===== config.mk =====
export PLATFORM = sky130hd
export DESIGN_NAME = ascon_sbox_ti_serial
export DESIGN_NICKNAME = d
export VERILOG_FILES = /design/src/rtl/ascon_sbox_ti_serial.sv
export SDC_FILE = /design/constraint.sdc
export NUM_CORES = 2
export LEC_CHECK = 0
export BUFFER_PORTS_ARGS = -buffer_cell sky130_fd_sc_hd__buf_2
export CORE_AREA = 4 4 743 745
export CTS_CLUSTER_DIAMETER = 40
export CTS_CLUSTER_SIZE = 8
export DETAILED_ROUTE_END_ITERATION = 10
export DIE_AREA = 0 0 747 749
export PLACE_DENSITY = 0.3
export SYNTH_ARGS = -nofsm -noshare
export SYNTH_HDL_FRONTEND = slang
export SYNTH_SLANG_ARGS = --single-unit

===== constraint.sdc =====
create_clock -name clk -period 6.2 [get_ports clk]
set_clock_uncertainty 0.2 [all_clocks]
set_input_delay 0.93 -clock clk [delete_from_list [all_inputs] [get_ports clk]]
set_output_delay 0.93 -clock clk [all_outputs]
set_load 0.03 [all_outputs]

===== src/rtl/ascon_sbox_ti_serial.sv =====
// Serial, registered 3-share threshold implementation of the Ascon S-box layer; SLICE_W columns per cycle.
// Define ASCON_SBOX_TI_REMASK_EN to add the rnd0/rnd1 ports that refresh every output slice.
module ascon_sbox_ti_serial #(
  parameter int LANE_W  = 64,
  parameter int SLICE_W = 8
) (
  input  logic              clk,
  input  logic              rst_n,
  input  logic              in_valid,
  output logic              in_ready,
  input  logic [LANE_W-1:0] x0_0,
  input  logic [LANE_W-1:0] x0_1,
  input  logic [LANE_W-1:0] x0_2,
  input  logic [LANE_W-1:0] x1_0,
  input  logic [LANE_W-1:0] x1_1,
  input  logic [LANE_W-1:0] x1_2,
  input  logic [LANE_W-1:0] x2_0,
  input  logic [LANE_W-1:0] x2_1,
  input  logic [LANE_W-1:0] x2_2,
  input  logic [LANE_W-1:0] x3_0,
  input  logic [LANE_W-1:0] x3_1,
  input  logic [LANE_W-1:0] x3_2,
  input  logic [LANE_W-1:0] x4_0,
  input  logic [LANE_W-1:0] x4_1,
  input  logic [LANE_W-1:0] x4_2,
  output logic              out_valid,
  input  logic              out_ready,
  output logic [LANE_W-1:0] y0_0,
  output logic [LANE_W-1:0] y0_1,
  output logic [LANE_W-1:0] y0_2,
  output logic [LANE_W-1:0] y1_0,
  output logic [LANE_W-1:0] y1_1,
  output logic [LANE_W-1:0] y1_2,
  output logic [LANE_W-1:0] y2_0,
  output logic [LANE_W-1:0] y2_1,
  output logic [LANE_W-1:0] y2_2,
  output logic [LANE_W-1:0] y3_0,
  output logic [LANE_W-1:0] y3_1,
  output logic [LANE_W-1:0] y3_2,
  output logic [LANE_W-1:0] y4_0,
  output logic [LANE_W-1:0] y4_1,
  output logic [LANE_W-1:0] y4_2,
  output logic              busy
`ifdef ASCON_SBOX_TI_REMASK_EN
  ,
  input  logic [5*SLICE_W-1:0] rnd0,
  input  logic [5*SLICE_W-1:0] rnd1
`endif
);

  localparam int NSLICE = LANE_W / SLICE_W;
  localparam int CNT_W  = (NSLICE > 1) ? $clog2(NSLICE) : 1;
  localparam int IDX_W  = (LANE_W > 1) ? $clog2(LANE_W) : 1;
  localparam logic [IDX_W-1:0] SLW = IDX_W'(SLICE_W);

  typedef logic [4:0][SLICE_W-1:0] slice_t;
  typedef enum logic [1:0] {IDLE = 2'd0, RUN = 2'd1, DONE = 2'd2} state_t;

  state_t                          state_q, state_d;
  logic [CNT_W-1:0]                cnt_q, cnt_d;
  logic [2:0][4:0][LANE_W-1:0]     xs_q, xs_d;
  logic [2:0][4:0][LANE_W-1:0]     y_q, y_d;
  logic [2:0][4:0][LANE_W-1:0]     xin;
  logic [IDX_W-1:0]                idx;
  slice_t                          sl [3];
  slice_t                          fo [3];

  // Linear input layer of the S-box; applied to each share independently.
  function automatic slice_t lin_f(input slice_t x);
    slice_t a;
    a[0] = x[0] ^ x[4];
    a[1] = x[1];
    a[2] = x[2] ^ x[1];
    a[3] = x[3];
    a[4] = x[4] ^ x[3];
    return a;
  endfunction

  // Component function: u and v are the two shares this output share may see.
  function automatic slice_t ti_f(input slice_t u, input slice_t v);
    slice_t au;
    slice_t av;
    slice_t b;
    slice_t y;
    au = lin_f(u);
    av = lin_f(v);
    for (int i = 0; i < 5; i++) begin
      b[i] = au[i] ^ au[(i + 2) % 5] ^ (au[(i + 1) % 5] & au[(i + 2) % 5])
           ^ (au[(i + 1) % 5] & av[(i + 2) % 5]) ^ (av[(i + 1) % 5] & au[(i + 2) % 5]);
    end
    y[0] = b[0] ^ b[4];
    y[1] = b[0] ^ b[1];
    y[2] = b[2];
    y[3] = b[2] ^ b[3];
    y[4] = b[4];
    return y;
  endfunction

  assign xin[0] = {x4_0, x3_0, x2_0, x1_0, x0_0};
  assign xin[1] = {x4_1, x3_1, x2_1, x1_1, x0_1};
  assign xin[2] = {x4_2, x3_2, x2_2, x1_2, x0_2};
  assign idx    = IDX_W'(cnt_q) * SLW;

  // Slice extraction and share-wise evaluation; share 0 carries the lane-2 complement.
  always_comb begin
    for (int s = 0; s < 3; s++) begin
      for (int l = 0; l < 5; l++) begin
        sl[s][l] = xs_q[s][l][idx +: SLICE_W];
      end
    end
    for (int s = 0; s < 3; s++) begin
      fo[s] = ti_f(sl[(s + 1) % 3], sl[(s + 2) % 3]);
    end
    fo[0][2] = ~fo[0][2];
`ifdef ASCON_SBOX_TI_REMASK_EN
    for (int l = 0; l < 5; l++) begin
      fo[0][l] = fo[0][l] ^ rnd0[l*SLICE_W +: SLICE_W];
      fo[1][l] = fo[1][l] ^ rnd1[l*SLICE_W +: SLICE_W];
      fo[2][l] = fo[2][l] ^ rnd0[l*SLICE_W +: SLICE_W] ^ rnd1[l*SLICE_W +: SLICE_W];
    end
`endif
  end

  // Next-state logic: capture, per-slice write-back, and share scrubbing on exit from DONE.
  always_comb begin
    state_d = state_q;
    cnt_d   = cnt_q;
    xs_d    = xs_q;
    y_d     = y_q;
    case (state_q)
      IDLE: begin
        if (in_valid) begin
          xs_d    = xin;
          cnt_d   = '0;
          state_d = RUN;
        end else begin
          state_d = IDLE;
        end
      end
      RUN: begin
        for (int s = 0; s < 3; s++) begin
          for (int l = 0; l < 5; l++) begin
            y_d[s][l][idx +: SLICE_W] = fo[s][l];
          end
        end
        if (cnt_q == CNT_W'(NSLICE - 1)) begin
          cnt_d   = '0;
          state_d = DONE;
        end else begin
          cnt_d = cnt_q + 1'b1;
        end
      end
      DONE: begin
        if (out_ready) begin
          xs_d    = '0;
          state_d = IDLE;
        end else begin
          state_d = DONE;
        end
      end
      default: begin
        state_d = IDLE;
        cnt_d   = '0;
      end
    endcase
  end

  // State, counter, share and output registers with synchronous active-low reset.
  always_ff @(posedge clk) begin
    if (!rst_n) begin
      state_q <= IDLE;
      cnt_q   <= '0;
      xs_q    <= '0;
      y_q     <= '0;
    end else begin
      state_q <= state_d;
      cnt_q   <= cnt_d;
      xs_q    <= xs_d;
      y_q     <= y_d;
    end
  end

  assign in_ready  = (state_q == IDLE);
  assign out_valid = (state_q == DONE);
  assign busy      = (state_q == RUN);

  assign y0_0 = y_q[0][0];
  assign y1_0 = y_q[0][1];
  assign y2_0 = y_q[0][2];
  assign y3_0 = y_q[0][3];
  assign y4_0 = y_q[0][4];
  assign y0_1 = y_q[1][0];
  assign y1_1 = y_q[1][1];
  assign y2_1 = y_q[1][2];
  assign y3_1 = y_q[1][3];
  assign y4_1 = y_q[1][4];
  assign y0_2 = y_q[2][0];
  assign y1_2 = y_q[2][1];
  assign y2_2 = y_q[2][2];
  assign y3_2 = y_q[2][3];
  assign y4_2 = y_q[2][4];

endmodule


==> results.toml <==
[floorplanning]
ios = 1927
initial_standard_cell_utilization_of_the_core_pct = 14.4
die_area_sq_mm = 0.560
die_height_um = 749
placementRows = 271
die_x_um = 747
coreArea_sq_mm = 0.545

[final_layout]
register_name_with_the_most_flops = "xs_q"
area_growth_syn_to_layout_pct = 56.7
postLayoutCoreUtil_pct = 22.6
fin_area_sq_mm = 0.123
largest_register_ffs = 960
finalNetCount = 12200
finish.cell_count_without_fillers = 18800
share_of_post_route_cells_with_drive_strength_above_1_pct = 30.5

[synthesis]
syn_area_per_cell_sq_um = 9.60
synth_cells = 8184
synthTopCellsByArea = "sky130_fd_sc_hd__dfxtp_1 (49%), sky130_fd_sc_hd__a22oi_1 (10%), sky130_fd_sc_hd__nor2_1 (7.7%), sky130_fd_sc_hd__mux4_2 (6.3%), sky130_fd_sc_hd__clkbuf_1 (2.7%)"
asyncSetResetFlopFracSynth_pct = 0
netlist_top_cells_count = "sky130_fd_sc_hd__dfxtp_1 (1,925), sky130_fd_sc_hd__nor2_1 (1,613), sky130_fd_sc_hd__a22oi_1 (1,081), sky130_fd_sc_hd__clkbuf_1 (574), sky130_fd_sc_hd__nand2_1 (569)"
yosys_most_used_dff = "sky130_fd_sc_hd__dfxtp_1"
synth_top_cell_by_area = "sky130_fd_sc_hd__dfxtp_1"
post_synthesis_cell_area_sq_mm = 0.0785
synth_most_common_cell = "sky130_fd_sc_hd__dfxtp_1"
synth_edf_count = 0
yosys_warnings = 0
synth.yosys.seq_area_share_pct = 49.1
syn_nets = 9205
yosys.cell_types.count = 89
synthesis_stage_register_bit_count = 1925
netlist.area_leader.share_pct = 49.1

[sta]
slew_headroom_pct = 4.07
finalHoldWorstSlack_ps = 92.2
clock.fmax_ghz = 0.170
finalSetupViolations = 0
timing.final.hold_violations = 0
rsz_0062_raised_after_global_routing = "false"
min_period_ps = 5870
final-max-slew-violation-count = 0
totalNegativeSetupSlack_ps = 0
period_share_pct = 94.7
worstMarginPinSlew_ps = 1440

[placement]
dpl-instance-area_sq_mm = 0.0982
port-buffer-count = 1926
dpl.cell_count = 17000
routabilityCongestion = 0.790
place.detailed.hpwl_um = 412000

[global_route]
groute.usage.overall_pct = 18.4
grt_antenna_before_repair = 226
grt_start_max_net_pins = 174
grt_pass1_wl_um = 709000
via_count_of_the_first_global_routing_pass = 76200
residual_overflow_from_global_routing = 0

[route]
drt_iter0_drc = 5125
number_of_design_rule_violations_left_after_detail_routing = 0
detail_route.first_pass.iterations = 6
drt-wirelength-per-cell_um = 28.6
routed-via-count = 76100
final_antenna_net_count = 0
routed_via_density = 4.04
final_routed_wirelength_across_all_metal_layers_um = 539000

[setup_path]
crit_path_max_fanout = 17
arrival_ps = 6500
crit_chain = "buf_4 -> and2_1 -> a22oi_1 -> nand2_1 -> inv_1 -> ha_1 -> nor3_1 -> xor3_1 -> xnor2_1 -> xor2_2 -> buf_4 -> o21ai_0"
timing.critical_path.from_type = "flip-flop"
critical-path-top-delay-family = "simple AND/OR/NAND/NOR gates"
worstPathBufferInverterCount = 3
worst-endpoint-required_ps = 6830
crit_path_frequent_cell = "sky130_fd_sc_hd__buf_4"
critical-path-max-stage-delay_ps = 1230
critPathKind = "flip-flop to flip-flop"
critPathSlowestCell = "sky130_fd_sc_hd__a22oi_1"
critical_path.endpoint_type = "flip-flop"

[clock_tree]
postCtsResizedCells = 0
cts_buffer_depth = 4
reg_clk_slew_reported_paths_ps = 40
cts.sink_count = 1925
clockRootBuffer = "sky130_fd_sc_hd__clkbuf_16"
cts-buffers-inserted = 427
clock_tree.htree_level_count = 5
postCtsSetupRepairBufs = 0
ctsHoldBuffers = 951
insertion_delay_ps = 1050
cts_tree = "done"

[pwr]
power_per_cell_area_mw_per_mm2 = 387
vdd_ir_drop_max_uv = 254
leakage_uw = 0.0505

[run]
max_capacitance_violation_total = 0

[worst_hold_path]
worst_hold_path_type = "input port to flip-flop"

[outcome]
run_status = "finished, final reports clean"
-- area by class of cell --
cell class / instances / area, sq um
Antenna cell: 127 / 318
Fill cell: 59800 / 422000
Clock inverter: 200 / 2930
Clock buffer: 575 / 12100
Multi-Input combinational cell: 5509 / 37700
Inverter: 65 / 267
Sequential cell: 1925 / 38500
Tap cell: 7234 / 9050
Timing Repair Buffer: 3210 / 22100
-- placed cells by master (no fill, tap or decap), types with 220 or more instances in the layout --
cell                            count
sky130_fd_sc_hd__nand2_1          561
sky130_fd_sc_hd__mux4_2           220
sky130_fd_sc_hd__a21oi_1          305
sky130_fd_sc_hd__o21ai_0          369
sky130_fd_sc_hd__dlygate4sd3_1    951
sky130_fd_sc_hd__buf_4            297
sky130_fd_sc_hd__nor2_1          1603
sky130_fd_sc_hd__a22oi_1         1081
sky130_fd_sc_hd__buf_2           1925
sky130_fd_sc_hd__dfxtp_1         1922
sky130_fd_sc_hd__clkbuf_16        431
-- power breakdown --
part           switching [uW]  internal, uW  total, uW
registers                 335         12900      13200
clock network            7980         15900      23900
logic                    7380          3150      10500
-- path summary, 6_finish.rpt --
path                         startpoint                     end  slack [ps]  depth (start not counted)
setup reg to reg  cnt_q[2]$_SDFFE_PN0P_   y0_0[63]$_SDFFE_PN0P_         330                         12
setup / recovery  cnt_q[2]$_SDFFE_PN0P_   y0_0[63]$_SDFFE_PN0P_         330                         12
hold / removal                 x2_1[54]  xs_q[502]$_SDFFE_PN0P_          90                          3
hold reg to reg   y1_2[20]$_SDFFE_PN0P_   y1_2[20]$_SDFFE_PN0P_         240                          2
-- kinds of logic after synthesis --
logic type / share of synthesized area, %
flip-flops: 49.1
AO/OA/AOI/OAI: 17.8
adder cells (fa/ha/maj): 1.11
multiplexers: 9.14
XOR/XNOR: 5.63
AND/OR/NAND/NOR: 13.2
buffers and inverters: 4.08
-- stage by stage --
| step | worst slack, ps | total power (uW) |
|---|---|---|
| 6_report | 327 | 47600 |
| 5_1_grt | 117 | 49600 |
| 4_1_cts | 80.4 | 48900 |
| 3_5_place_dp | 70.7 | 24100 |
| 3_3_place_gp | 25.8 | 24100 |
| 2_1_floorplan | 1880 | 17300 |
-- worst register-to-register path: stages, from the launching register on --
cell and delay (ps):
sky130_fd_sc_hd__dfxtp_4 490, sky130_fd_sc_hd__buf_4 330, sky130_fd_sc_hd__and2_1 520, sky130_fd_sc_hd__a22oi_1 1240, sky130_fd_sc_hd__nand2_1 580, sky130_fd_sc_hd__inv_1 240, sky130_fd_sc_hd__ha_1 340, sky130_fd_sc_hd__nor3_1 230
sky130_fd_sc_hd__xor3_1 520, sky130_fd_sc_hd__xnor2_1 360, sky130_fd_sc_hd__xor2_2 340, sky130_fd_sc_hd__buf_4 230, sky130_fd_sc_hd__o21ai_0 70
-- layer usage --
layer	global-route usage, %	wire length [um]
met5	0	552
met3	4.27	32000
met1	22.4	226000
met2	32.3	265000
met4	4.95	15800
No activity file was read; power rests on OpenSTA's default activity.
